`config.mk`:
```
export PLATFORM = sky130hd
export DESIGN_NAME = lockstep_diverge_monitor
export DESIGN_NICKNAME = d
export VERILOG_FILES = /design/src/rtl/lockstep_diverge_monitor.sv
export SDC_FILE = /design/constraint.sdc
export NUM_CORES = 1
export LEC_CHECK = 0
export ABC_AREA = 1
export CAP_MARGIN = 25
export CORE_AREA = 2 2 117 119
export DETAILED_ROUTE_END_ITERATION = 16
export DIE_AREA = 0 0 119 121
export GPL_ROUTABILITY_DRIVEN = 1
export PLACE_DENSITY = 0.67
export SLEW_MARGIN = 20
export SYNTH_ARGS = -nofsm -noshare
export SYNTH_HDL_FRONTEND = slang
export SYNTH_SLANG_ARGS = --single-unit
export TNS_END_PERCENT = 30
```
`constraint.sdc`:
```
create_clock -name clk -period 2.1 [get_ports clk]
set_clock_uncertainty 0.05 [all_clocks]
set_input_delay 0.42 -clock clk [delete_from_list [all_inputs] [get_ports clk]]
set_output_delay 0.42 -clock clk [all_outputs]
set_load 0.02 [all_outputs]
```
`src/rtl/lockstep_diverge_monitor.sv`:
```
// Two-copy lockstep monitor: sequences reset for both model copies, then compares
// valid-qualified observation channels over a cycle window and records divergence.
module lockstep_diverge_monitor #(
    parameter int NUM_CH       = 4,
    parameter int CH_W         = 32,
    parameter int CNT_W        = 8,
    parameter int RESET_CYCLES = 2,
    parameter int CHECK_START  = 4,
    parameter int CHECK_END    = 14,
    parameter int MODE         = 1,
    localparam int FCW         = (NUM_CH > 1) ? $clog2(NUM_CH) : 1
) (
    input  logic                   clk,
    input  logic                   reset,
    input  logic                   start,
    input  logic [NUM_CH-1:0]      ch_mask,
    input  logic [NUM_CH-1:0]      ch_valid_a,
    input  logic [NUM_CH-1:0]      ch_valid_b,
    input  logic [NUM_CH*CH_W-1:0] ch_data_a,
    input  logic [NUM_CH*CH_W-1:0] ch_data_b,
    output logic                   copy_reset,
    output logic                   init_window,
    output logic                   check_en,
    output logic [CNT_W-1:0]       cycle,
    output logic [NUM_CH-1:0]      div_sticky,
    output logic                   diverge,
    output logic [FCW-1:0]         first_ch,
    output logic [CNT_W-1:0]       first_cycle,
    output logic                   done,
    output logic                   pass
);

    localparam logic [CNT_W-1:0] RST_LAST = CNT_W'(RESET_CYCLES - 1);
    localparam logic [CNT_W-1:0] START_C  = CNT_W'(CHECK_START);
    localparam logic [CNT_W-1:0] END_C    = CNT_W'(CHECK_END);

    typedef enum logic [1:0] {IDLE, RESET_SEQ, RUN, DONE} state_t;

    state_t             state, state_nxt;
    logic [CNT_W-1:0]   cycle_nxt;
    logic [NUM_CH-1:0]  mism;
    logic [NUM_CH-1:0]  sticky_nxt;
    logic [FCW-1:0]     low_idx;
    logic [FCW-1:0]     fch_nxt;
    logic [CNT_W-1:0]   fcy_nxt;

    assign init_window = (state == RESET_SEQ) && (cycle == '0);

    always_comb begin
        check_en = 1'b0;
        if (state == RUN) begin
            if (MODE != 0) begin
                check_en = (cycle >= START_C) && (cycle <= END_C);
            end else begin
                check_en = (cycle == END_C);
            end
        end
    end

    // A channel diverges on a valid disagreement, or on data disagreement when both are valid.
    always_comb begin
        mism = '0;
        for (int i = 0; i < NUM_CH; i++) begin
            mism[i] = ch_mask[i] &&
                      ((ch_valid_a[i] ^ ch_valid_b[i]) ||
                       (ch_valid_a[i] && ch_valid_b[i] &&
                        (ch_data_a[i*CH_W +: CH_W] != ch_data_b[i*CH_W +: CH_W])));
        end
    end

    always_comb begin
        low_idx = '0;
        for (int i = NUM_CH - 1; i >= 0; i--) begin
            if (mism[i]) begin
                low_idx = FCW'(i);
            end
        end
    end

    always_comb begin
        state_nxt  = state;
        cycle_nxt  = cycle;
        sticky_nxt = div_sticky;
        fch_nxt    = first_ch;
        fcy_nxt    = first_cycle;

        if (check_en && (|mism)) begin
            sticky_nxt = div_sticky | mism;
            if (!diverge) begin
                fch_nxt = low_idx;
                fcy_nxt = cycle;
            end
        end

        unique case (state)
            IDLE, DONE: begin
                if (start) begin
                    state_nxt  = RESET_SEQ;
                    cycle_nxt  = '0;
                    sticky_nxt = '0;
                    fch_nxt    = '0;
                    fcy_nxt    = '0;
                end
            end
            RESET_SEQ: begin
                cycle_nxt = cycle + 1'b1;
                if (cycle == RST_LAST) begin
                    state_nxt = RUN;
                end
            end
            RUN: begin
                // cycle holds at CHECK_END on the way into DONE so it can never wrap
                if (cycle == END_C) begin
                    state_nxt = DONE;
                end else begin
                    cycle_nxt = cycle + 1'b1;
                end
            end
            default: state_nxt = IDLE;
        endcase
    end

    always_ff @(posedge clk) begin
        if (reset) begin
            state       <= IDLE;
            cycle       <= '0;
            div_sticky  <= '0;
            first_ch    <= '0;
            first_cycle <= '0;
            copy_reset  <= 1'b1;
            diverge     <= 1'b0;
            done        <= 1'b0;
            pass        <= 1'b0;
        end else begin
            state       <= state_nxt;
            cycle       <= cycle_nxt;
            div_sticky  <= sticky_nxt;
            first_ch    <= fch_nxt;
            first_cycle <= fcy_nxt;
            copy_reset  <= (state_nxt != RUN);
            diverge     <= |sticky_nxt;
            done        <= (state_nxt == DONE);
            pass        <= (state_nxt == DONE) && !(|sticky_nxt);
        end
    end

endmodule
```
==> metrics <==
top cells by area, synth xnor2_1 (29%), nand2_1 (23%), dfxtp_1 (17%); final hold vios 0; Post-synth ARST share 0%; Pleak around 4.5 nW; Overall Global Routing Usage ~18%; count leader, synth nand2_1; crit-path cells ha_1 -> inv_1 -> nor4_4 -> clkdlybuf4s15_1; Via-to-Cell Ratio around 4.1; Synth Area in Adders a little under 4%; Clock transition at path regs around 0.070 ns; switch share roughly 28%; final setup fails 0; Max-slew headroom between 70% and 80%; DR WL/cell 13.6 um; post-synthesis mux area share 0%; Syn Area/Cell 6.02 um2; share of the synthesized area in the top cell type between 20% and 30%; Core Box Area around 13000 um2; Mapped Area 3240 um2; global-route wire length before repair 20200 um; initial core utilization between 20 and 25%; yosys warns 0; Final Core Density a little under three fifths; die span in x roughly 120 um; cells after synthesis around 540; GP Congestion roughly 0.9; largest net degree at the start of global routing 17; vias in the first global route around 4200; Worst path slowest cell dfxtp_1; Critical Path Fanout Max 4; max-cap violation count 0; CTS max path bufs 2; Simple-Gate Fraction of Synth Area 36.7%; Synth cell types 25; status complete, no violations; flop and latch count out of synthesis 28; pre-CTS WS -0.329 ns; EDFF count, synth 0; Iter 0 DRT Violations about 90; via count between 4000 and 5000; DRT Pass-1 Iters 4; Residual DRC 0; P&R area growth vs syn 126%; RSZ-0062 raised after global routing yes; # fillers 1219; nets@finish 1136; Syn Nets about 800; Crit Path Category reg -> out; synth cell count leaders nand2_1 (201), xnor2_1 (106), inv_1 (74); Chip Height approximately 120 um; TritonCTS buffer count 3; Port Buffers around 300; Root Driver clkbuf_16; largest family of logic cells by synthesized area simple AND/OR/NAND/NOR gates; PwrDens about 310 nW/um2; Worst Slack Setup Final around 0.084 ns; CTS tree yes; Max Freq between 400 and 500 MHz; row cnt 42; cell taking the most area after synthesis xnor2_1; Worst Path Required approximately 1.6 ns; Final Critical Period 2.02 ns; Worst-Skew Late Latency 0.27 ns; critical path capture point type output port; Bufs and invs on worst path 2; Max Slew Vio Count 0; CP delay by family, top buffers and inverters; IO Pins 299; Seq/Total Area, Yosys ~17%; clock power share between 20% and 30%; Setup Fix Bufs, Post-CTS 0; Tcrit/Tclk final ~96%; xor/xnor cell area share of the yosys netlist between 20 and 30%; crit path launch type flop; max incr delay on CP 0.38 ns; share of cells above drive strength 1 9.95%; arrival time worst endpoint roughly 1.6 ns; ys flop type dfxtp_1; post-synthesis compound-gate area fraction around 3.8%; P_int between 1.5 and 2 mW; Hold Crit Class reg -> reg; Worst VDD drop around 0.3 mV; Gate power share 50.6%; Routed Antenna Nets 0; H-tree levels 1; sequential power share 24.5%; Total Die Area roughly 14000 um2; switching power 0.643 mW; grt total ovfl 0; clock sink count 28; final wirelength between 10000 and 15000 um; dpl hpwl around 12000 um; Least-Margin Pin Slew 0.310 ns; antenna violations before repair 5
[final timing paths]
kind | startpoint | cells after the start | endpoint | slack [ns]
max reg2reg | state[1] | 11 | first_cycle[0] | 0.22
min | first_cycle[5] | 2 | first_cycle[5] | 0.41
min reg2reg | first_cycle[5] | 2 | first_cycle[5] | 0.41
max | state[1] | 4 | check_en | 0.08
[sequential cells by signal, summed over array words and instances, names as in the netlist]
register / flops
copy_reset: 1
cycle: 8
div_sticky: 4
diverge: 1
done: 1
first_ch: 2
first_cycle: 8
pass: 1
state: 2
[metal layers]
metal	up-vias	wire length, um	GRT usage (%)
met4	0	392	6.92
met5	-	0	0
met2	175	7160	32.4
met1	1807	5290	18.8
li1	2238	-	-
met3	22	1210	5.55
[through the flow]
step	cells	TNS (ns)	hold slack, ns	total power [mW]	instance area [um2]
detailed placement	1025	-3.36	0.400	1.74	6540
floorplan	538	0	0.439	1.03	3240
finish	1035	0	0.407	2.28	7330
global placement	1025	-3.11	0.402	1.72	6540
CTS	1029	0	0.409	2.31	6660
global route	1035	-0.0927	0.421	2.42	7330
[logic make-up (layout without fill, tap and decap cells)]
group / count (synthesis) / count (layout)
and+or+nand+nor: 292 / 293
DFF: 28 / 28
xor gates and xnor gates: 106 / 106
buffers and inverters: 81 / 396
other: 0 / 5
AOI/OAI and AO/OA: 21 / 21
adders and majority gates: 10 / 10
[power groups by stage]
stage | Sequential, mW | Combinational (mW) | Clock (mW)
CTS | 0.558 | 1.17 | 0.581
finish | 0.559 | 1.15 | 0.567
global placement | 0.572 | 1.15 | 0
detailed placement | 0.571 | 1.17 | 0
global route | 0.560 | 1.26 | 0.597
floorplan | 0.582 | 0.446 | 0
[area by class of cell]
class / count / area [um2] / share of cell area, %
clock buffer: 3 / 75.1 / 1.02
multi-input combinational: 430 / 2590 / 35.4
antenna: 5 / 12.5 / 0.171
clock inverter: 1 / 30.0 / 0.410
sequential: 28 / 561 / 7.65
inverter: 79 / 299 / 4.08
timing repair buffer: 313 / 3540 / 48.3
tap: 176 / 220 / 3.01
[layout by cell type (no fill, tap or decap), drive strengths merged, types with 10 or more instances in the layout]
cell / instances
nand2: 204
nor2: 66
xnor2: 106
nand3: 13
ha: 10
buf: 15
dlymetal6s2s: 177
inv: 79
clkdlybuf4s50: 119
dfxtp: 28
[tightest hold or removal path, stage by stage (launching register included)]
cell and delay, ns:
dfxtp_1 0.31, nand3_1 0.07, inv_1 0.03
[repair_timing]
item	4_1_cts	5_1_grt
resized for setup	6	234
endpoints found under the setup margin	10	14
hold buffers	0	0
pin swaps	0	170
cloned	0	1
Note: power is estimated with default switching activity, not from simulation.
